$ cat config.mk
export PLATFORM = sky130hd
export DESIGN_NAME = seq_fourty_eight_bit_vedic_subtractor
export DESIGN_NICKNAME = d
export VERILOG_FILES = /design/src/rtl/seq_fourty_eight_bit_vedic_subtractor_pkg.sv /design/src/rtl/seq_fourty_eight_bit_vedic_subtractor_chunk.sv /design/src/rtl/seq_fourty_eight_bit_vedic_subtractor.sv
export SDC_FILE = /design/constraint.sdc
export NUM_CORES = 1
export LEC_CHECK = 0
export CELL_PAD_IN_SITES_DETAIL_PLACEMENT = 1
export CELL_PAD_IN_SITES_GLOBAL_PLACEMENT = 1
export CORE_ASPECT_RATIO = 1.4
export CORE_UTILIZATION = 38
export DETAILED_ROUTE_END_ITERATION = 10
export MAX_ROUTING_LAYER = met4
export PLACE_DENSITY = 0.81
export SLEW_MARGIN = 20
export SYNTH_ARGS = -nofsm -noshare
export SYNTH_HDL_FRONTEND = slang
export SYNTH_SLANG_ARGS = --single-unit
$ cat constraint.sdc
create_clock -name clk -period 4 [get_ports clk]
set_input_delay 0.8 -clock clk [delete_from_list [all_inputs] [get_ports clk]]
set_output_delay 0.8 -clock clk [all_outputs]
set_load 0.1 [all_outputs]
$ cat src/rtl/seq_fourty_eight_bit_vedic_subtractor_pkg.sv
// Shared definitions for the multi-cycle chunked subtractor.
package seq_fourty_eight_bit_vedic_subtractor_pkg;

  typedef enum logic [1:0] {StIdle, StCalc, StDone} state_e;

  localparam int unsigned DefWidth = 48;
  localparam int unsigned DefChunk = 24;

  // Number of slices processed, one per cycle.
  function automatic int unsigned calc_nchunk(int unsigned width, int unsigned chunk);
    return width / chunk;
  endfunction

  // Slice index width; never narrower than one bit.
  function automatic int unsigned calc_idx_width(int unsigned nchunk);
    return (nchunk > 1) ? $clog2(nchunk) : 1;
  endfunction

endpackage

$ cat src/rtl/seq_fourty_eight_bit_vedic_subtractor_chunk.sv
// Combinational CHUNK-bit a - b - bin. When approx_en is set and APPROX_BITS > 0,
// the low APPROX_BITS bits become a XOR b, bin is ignored and no borrow enters bit
// APPROX_BITS; the upper bits stay exact.
module chunk_vedic_subtractor
  import seq_fourty_eight_bit_vedic_subtractor_pkg::*;
#(
  parameter int unsigned CHUNK       = DefChunk,
  parameter int unsigned APPROX_BITS = 0
) (
  input  logic [CHUNK-1:0] a,
  input  logic [CHUNK-1:0] b,
  input  logic             bin,
  input  logic             approx_en,
  output logic [CHUNK-1:0] diff,
  output logic             bout
);

  logic [CHUNK:0] exact_res;

  assign exact_res = {1'b0, a} - {1'b0, b} - {{CHUNK{1'b0}}, bin};

  if (APPROX_BITS > 0) begin : g_approx
    localparam int unsigned HiW = CHUNK - APPROX_BITS;
    logic [HiW:0] hi_res;

    assign hi_res = {1'b0, a[CHUNK-1:APPROX_BITS]} - {1'b0, b[CHUNK-1:APPROX_BITS]};

    // Pick approximate or exact slice result.
    always_comb begin
      diff = exact_res[CHUNK-1:0];
      bout = exact_res[CHUNK];
      if (approx_en) begin
        diff = {hi_res[HiW-1:0], a[APPROX_BITS-1:0] ^ b[APPROX_BITS-1:0]};
        bout = hi_res[HiW];
      end
    end
  end else begin : g_exact
    logic unused_approx_en;
    assign unused_approx_en = approx_en;
    assign diff = exact_res[CHUNK-1:0];
    assign bout = exact_res[CHUNK];
  end

endmodule

$ cat src/rtl/seq_fourty_eight_bit_vedic_subtractor.sv
// Multi-cycle WIDTH-bit subtractor: one CHUNK slice per cycle, LSB first, with the
// borrow carried between slices in a register. Valid/ready on both sides.
module seq_fourty_eight_bit_vedic_subtractor
  import seq_fourty_eight_bit_vedic_subtractor_pkg::*;
#(
  parameter int unsigned WIDTH       = DefWidth,
  parameter int unsigned CHUNK       = DefChunk,
  parameter int unsigned APPROX_BITS = 0
) (
  input  logic             clk,
  input  logic             rst,
  input  logic             in_valid,
  output logic             in_ready,
  input  logic [WIDTH-1:0] in1,
  input  logic [WIDTH-1:0] in2,
  input  logic             bin,
  output logic             out_valid,
  input  logic             out_ready,
  output logic [WIDTH-1:0] diff,
  output logic             bout
);

  localparam int unsigned NChunk   = calc_nchunk(WIDTH, CHUNK);
  localparam int unsigned IdxWidth = calc_idx_width(NChunk);
  localparam logic [IdxWidth-1:0] LastIdx = IdxWidth'(NChunk - 1);

  state_e              state_q;
  logic [WIDTH-1:0]    a_q, b_q, diff_q;
  logic                borrow_q, bout_q, in_ready_q, out_valid_q;
  logic [IdxWidth-1:0] idx_q;

  logic [31:0]         slice_shift;
  logic [CHUNK-1:0]    a_slice, b_slice, slice_diff;
  logic                slice_bout;

  assign slice_shift = 32'(idx_q) * CHUNK;
  assign a_slice     = CHUNK'(a_q >> slice_shift);
  assign b_slice     = CHUNK'(b_q >> slice_shift);

  chunk_vedic_subtractor #(
    .CHUNK       (CHUNK),
    .APPROX_BITS (APPROX_BITS)
  ) u_chunk (
    .a         (a_slice),
    .b         (b_slice),
    .bin       (borrow_q),
    .approx_en (idx_q == '0),
    .diff      (slice_diff),
    .bout      (slice_bout)
  );

  // Control FSM with registered handshake outputs and result.
  always_ff @(posedge clk) begin
    if (rst) begin
      state_q     <= StIdle;
      a_q         <= '0;
      b_q         <= '0;
      diff_q      <= '0;
      borrow_q    <= 1'b0;
      bout_q      <= 1'b0;
      idx_q       <= '0;
      in_ready_q  <= 1'b1;
      out_valid_q <= 1'b0;
    end else begin
      unique case (state_q)
        StIdle: begin
          if (in_valid) begin
            a_q        <= in1;
            b_q        <= in2;
            borrow_q   <= bin;
            idx_q      <= '0;
            diff_q     <= '0;
            bout_q     <= 1'b0;
            in_ready_q <= 1'b0;
            state_q    <= StCalc;
          end
        end
        StCalc: begin
          // diff was cleared on entry, so OR-ing each slice in acts as a write.
          diff_q   <= diff_q | (WIDTH'(slice_diff) << slice_shift);
          borrow_q <= slice_bout;
          if (idx_q == LastIdx) begin
            bout_q      <= slice_bout;
            out_valid_q <= 1'b1;
            state_q     <= StDone;
          end else begin
            idx_q <= idx_q + 1'b1;
          end
        end
        StDone: begin
          if (out_ready) begin
            out_valid_q <= 1'b0;
            in_ready_q  <= 1'b1;
            state_q     <= StIdle;
          end
        end
        default: state_q <= StIdle;
      endcase
    end
  end

  assign in_ready  = in_ready_q;
  assign out_valid = out_valid_q;
  assign diff      = diff_q;
  assign bout      = bout_q;

endmodule

Word level (Yosys, flattened, before mapping)

Cells that the tools add are included.

Add/subtract/negate cells: 3
Multipliers: 1
Div/mod/pow operators: 0
Magnitude comparators: 0
Eq/ne operators: 5
Shifts and indexed selects: 3
Multiplexer cells: 18
Bitwise operators: 1
Reductions and logical operators: 10

Operators by type and width:

| cell                  | number |
|---|---|
| $pmux W48 S2          | 1 |
| $shr A48 B6 Y24       | 2 |
| $mux W48              | 1 |
| $or A48 B48 Y48       | 1 |
| $shl A24 B6 Y48       | 1 |
| $sub A24 B24 Y25      | 1 |
| $sub A25 B1 Y25       | 1 |
| $reduce_and A3 Y1     | 4 |
| $pmux W1 S2           | 5 |
| $mux W1               | 7 |
| $mux W2               | 3 |
| $ne A2 B2 Y1 const B  | 3 |
| $pmux W2 S3           | 1 |
| $reduce_bool A2 Y1    | 3 |
| $reduce_and A2 Y1     | 2 |
| $mul A1 B2 Y3 const B | 1 |
| $eq A2 B1 Y1 const B  | 1 |
| $eq A2 B2 Y1 const B  | 1 |
| $logic_not A2 Y1      | 1 |
| $add A1 B1 Y1 const B | 1 |

Flip-flop bits (word level): 151
Bits in latches: 0
Bits in writable memories: 0
Memory bits (read-only): 0
Input port bits: 101
Output and inout bits: 51
Logic and storage cells: 50
Memories: 0

Longest topological paths before layout

Word-level depth: 7
Mapped depth: 14
Depth with buffers taken out: 11

By module

Synthesis repeated with hierarchy kept, for this count alone.

Cells, all modules: 905
Area total of the unflattened synthesis: 7478.4 um^2

By module, submodules not included:

| module                                | times used | cells an instance | area each (um^2) |
|---|---|---|---|
| seq_fourty_eight_bit_vedic_subtractor | 1          | 644               | 5677.9 |
| chunk_vedic_subtractor                | 1          | 261               | 1800.5 |

Worst setup path after synthesis

Ideal clock, no wire load.

Path kind: register -> register
Start: reg idx_q
End: reg diff_q[38], in the netlist diff[38]
Library setup time: 119 ps
Arrival time: 3522 ps
Setup slack: 359 ps
Cell stages (with the launch flop): 12
Buffers on the path: 2
Period minus slack after synthesis: 3641 ps
Cells stage by stage: dfxtp_1 clkbuf_1 clkbuf_1 mux2_2 fa_1 fa_1 nand2b_1 a2111o_1 nand3_1 o21ai_1 a211o_1 a32o_1

Longest elaborated chain between the ends: 7

Ends and longest elaborated chain:

| item                                      | RTL line                                                                                 | text |
|---|---|---|
| from (decl)                               | seq_fourty_eight_bit_vedic_subtractor.sv:30                                              | `logic [IdxWidth-1:0] idx_q;` |
| from (signal assigned)                    | seq_fourty_eight_bit_vedic_subtractor.sv:87                                              | `idx_q <= idx_q + 1'b1;` |
| $mul A1 B2 Y3 (*)                         | seq_fourty_eight_bit_vedic_subtractor.sv:36                                              | `assign slice_shift = 32'(idx_q) * CHUNK;` |
| $shr A48 B6 Y24, on equally long branches | seq_fourty_eight_bit_vedic_subtractor.sv:37, seq_fourty_eight_bit_vedic_subtractor.sv:38 |  |
| $sub A24 B24 Y25                          | seq_fourty_eight_bit_vedic_subtractor_chunk.sv:20                                        | `assign exact_res = {1'b0, a} - {1'b0, b} - {{CHUNK{1'b0}}, bin};` |
| $sub A25 B1 Y25                           | seq_fourty_eight_bit_vedic_subtractor_chunk.sv:20                                        |  |
| $shl A24 B6 Y48 (*)                       | seq_fourty_eight_bit_vedic_subtractor.sv:80                                              | `diff_q <= diff_q \| (WIDTH'(slice_diff) << slice_shift);` |
| $or A48 B48 Y48 (*)                       | seq_fourty_eight_bit_vedic_subtractor.sv:80                                              |  |
| $pmux W48 S2 (*)                          | seq_fourty_eight_bit_vedic_subtractor.sv:65                                              | `unique case (state_q)` |
| to (signal assigned)                      | seq_fourty_eight_bit_vedic_subtractor.sv:80                                              |  |
| to (decl)                                 | seq_fourty_eight_bit_vedic_subtractor.sv:28                                              | `logic [WIDTH-1:0] a_q, b_q, diff_q;` |

Every way passes the cells marked *; elsewhere a longest branch is shown, timed or not.
A chain may end at the register's enable or synchronous reset.

Worst setup path after layout

Start: reg idx_q
End: reg diff_q[18], in the netlist diff[18]

The elaborated chain is that of the path after synthesis.

==> impl_metrics.json <==
{
  "status": "complete, no violations",
  "antenna_found_initial": 0,
  "track_usage": 0.225,
  "crit_type": "flip-flop to flip-flop",
  "grt_pass1_wl_mm": 34.3,
  "power.density_mw_per_mm2": 523,
  "grt_max_degree": 85,
  "synthesis.nets": 1041,
  "nets": 1166,
  "crit_fanout": 13,
  "synthCells": 894,
  "hpwlAfterDp_mm": 15.6,
  "critPathLaunchType": "flip-flop",
  "place_ws_ps": 438,
  "p_leak_nw": 3.83,
  "drv_slew": 0,
  "coreArea_sq_mm": 0.0191,
  "io_buffers": 151,
  "syn_to_final_growth_pct": 30.9,
  "rrSetupSlack_ps": 390,
  "synth_edf_count": 0,
  "final_cell_mix": "nand2_1 (225), dfxtp_1 (150), clkdlybuf4s50_1 (150), a21oi_1 (126), inv_1 (45)",
  "cts_setup_buffers": 0,
  "p_total_mw": 5.06,
  "grt_overflow": 0,
  "fin_crit_sh": 0.901,
  "clk_latency_ps": 430,
  "cts-root-buf": "clkbuf_16",
  "pin_count": 152,
  "cts_tree": "built",
  "first_iter_violations": 289,
  "htreeDepth": 4,
  "wl_per_cell_um": 16.3,
  "worst_pin_slew_ps": 985,
  "hold_path_class": "flip-flop to flip-flop",
  "place_congestion": 0.873,
  "cts_buffers": 17,
  "relSlewSlack": 0.341,
  "drc": 0,
  "cts_resized": 0,
  "viasPerCell": 5.18,
  "hold_viol": 0,
  "min_period_ps": 3610,
  "rr_endpoint": "diff[18]",
  "end_kind": "flip-flop",
  "finalClockSkew_ps": 8.17,
  "clk_pin_slew_ps": 60,
  "maxCapViolations": 0,
  "ctsHoldBuffers": 0,
  "yosysUniqueCellTypes": 57,
  "first_pass_iters": 4,
  "final-setup-viol-count": 0,
  "syn-mean-instance-area_sq_um": 8.27,
  "insertedDiodeCount": 0,
  "die_w_um": 120,
  "layout_setup_ws_ps": 395,
  "chipHeight_um": 167,
  "ys_warn_count": 0,
  "num_rows": 60,
  "ant_nets": 0,
  "layout-drive-gt1-share": 0.0795,
  "hold_depth": 2,
  "fin_cells": 1280,
  "hold_path_end": "a_q[5]",
  "ys_seq_area_frac": 0.409,
  "ys.flop_type": "dfxtp_1",
  "netlist_area_sq_mm": 0.00739,
  "r2r-start": "idx_q",
  "mostFrequentLayoutCell": "nand2_1",
  "r2r_cells": 10,
  "clockBufferDepth": 2,
  "hp-start": "a_q[5]",
  "totalWireLength_mm": 20.9,
  "fmax_mhz": 277,
  "post-place-cells": 1248,
  "vias": 6636,
  "clock_sinks": 151,
  "rsz0062_at_grt": "false",
  "ir_worst_vdd_uv": 297,
  "setup-tns-final_ps": 0,
  "worstPathRequired_ps": 4310,
  "grt_pass1_vias": 6881,
  "arrival_ps": 3920,
  "ys_seq_elements": 151,
  "initial_utilization": 0.386,
  "dieArea_sq_mm": 0.0200,
  "async_reset_ff_frac": 0
}
layer usage:
metal	vias to the layer above	part of all wire	track usage
li1	3298	-	-
met1	3172	0.44	0.261
met2	137	0.51	0.390
met3	29	0.024	0.0325
met4	0	0.021	0.0793
met5	-	0	-
flip-flops by register name (all words and copies together) (netlist names):
register,count
idx_q,1
bout,1
state_q,2
in_ready,1
diff,48
a_q,48
b_q,48
out_valid,1
borrow_q,1
cell usage after synthesis, types with 3 or more instances:
| cell | instances | area share |
|---|---|---|
| nand2_1 | 225 | 0.11 |
| dfxtp_1 | 151 | 0.41 |
| a21oi_1 | 126 | 0.085 |
| clkbuf_1 | 48 | 0.024 |
| inv_1 | 45 | 0.023 |
| ha_1 | 44 | 0.074 |
| a22o_1 | 32 | 0.038 |
| mux2i_1 | 25 | 0.034 |
| mux2_2 | 24 | 0.037 |
| nor2_1 | 22 | 0.011 |
| o21ai_0 | 17 | 0.012 |
| xnor2_1 | 13 | 0.015 |
| nand3_1 | 10 | 0.0068 |
| nor3_1 | 10 | 0.0068 |
| nand2b_1 | 9 | 0.0076 |
| xor2_1 | 8 | 0.0095 |
| nand4_1 | 6 | 0.0051 |
| o21a_1 | 6 | 0.0061 |
| o21ai_1 | 6 | 0.0041 |
| a21o_1 | 5 | 0.0051 |
| buf_1 | 4 | 0.0020 |
| buf_2 | 4 | 0.0027 |
| a211oi_1 | 3 | 0.0030 |
| and2_1 | 3 | 0.0025 |
| nor2b_1 | 3 | 0.0025 |
| o211ai_1 | 3 | 0.0030 |
power by group:
part	leakage, nW	internal (mW)	total (mW)	switching (mW)
clock network	0.267	0.916	1.56	0.640
registers	1.24	1.62	1.69	0.0680
logic	2.33	0.635	1.81	1.18
layout make-up:
cell class	count	area [sq um]
inverters	45	169
clock buffers	20	437
fillers	2271	9470
multi-input cells	641	3980
well taps	248	310
flip-flops and latches	151	3020
repair buffers	163	1620
clock inverters	12	128
cells by family after synthesis:
kind of cell / count (synthesis) / share of synthesized area
compound gates: 227 / 0.196
xor+xnor: 21 / 0.0249
fa+ha+maj: 46 / 0.0799
buf+inv: 102 / 0.0535
flops: 151 / 0.409
mux: 49 / 0.0704
simple gates: 298 / 0.167
worst max-delay path by stage:
stage               start  endpoint  slack (ps)  cells after the start
finish              idx_q  diff[18]         390                     10
global route        idx_q  diff[22]         200                     10
CTS                 idx_q  diff[18]         390                     10
detailed placement  idx_q  diff[18]         440                     10
global placement    idx_q  diff[18]         520                     10
floorplan           idx_q  diff[38]         360                     11
worst max-delay path: stages, from the launching register on:
cell	delay (ps)
dfxtp_2	550
mux2_2	390
fa_1	420
fa_1	450
nand2b_1	190
a2111o_1	480
nand3_1	170
nor3_2	80
a211oi_4	480
or4_1	200
nand3_1	60
stage by stage:
step | instance area [sq um] | hold slack, ps | utilization
detailed placement | 9110 | 447 | 0.476
CTS | 9680 | 455 | 0.505
global placement | 9110 | 438 | 0.476
global route | 9680 | 477 | 0.505
floorplan | 7390 | 433 | -
finish | 9680 | 455 | 0.505
Note: power is estimated with default switching activity, not from simulation.
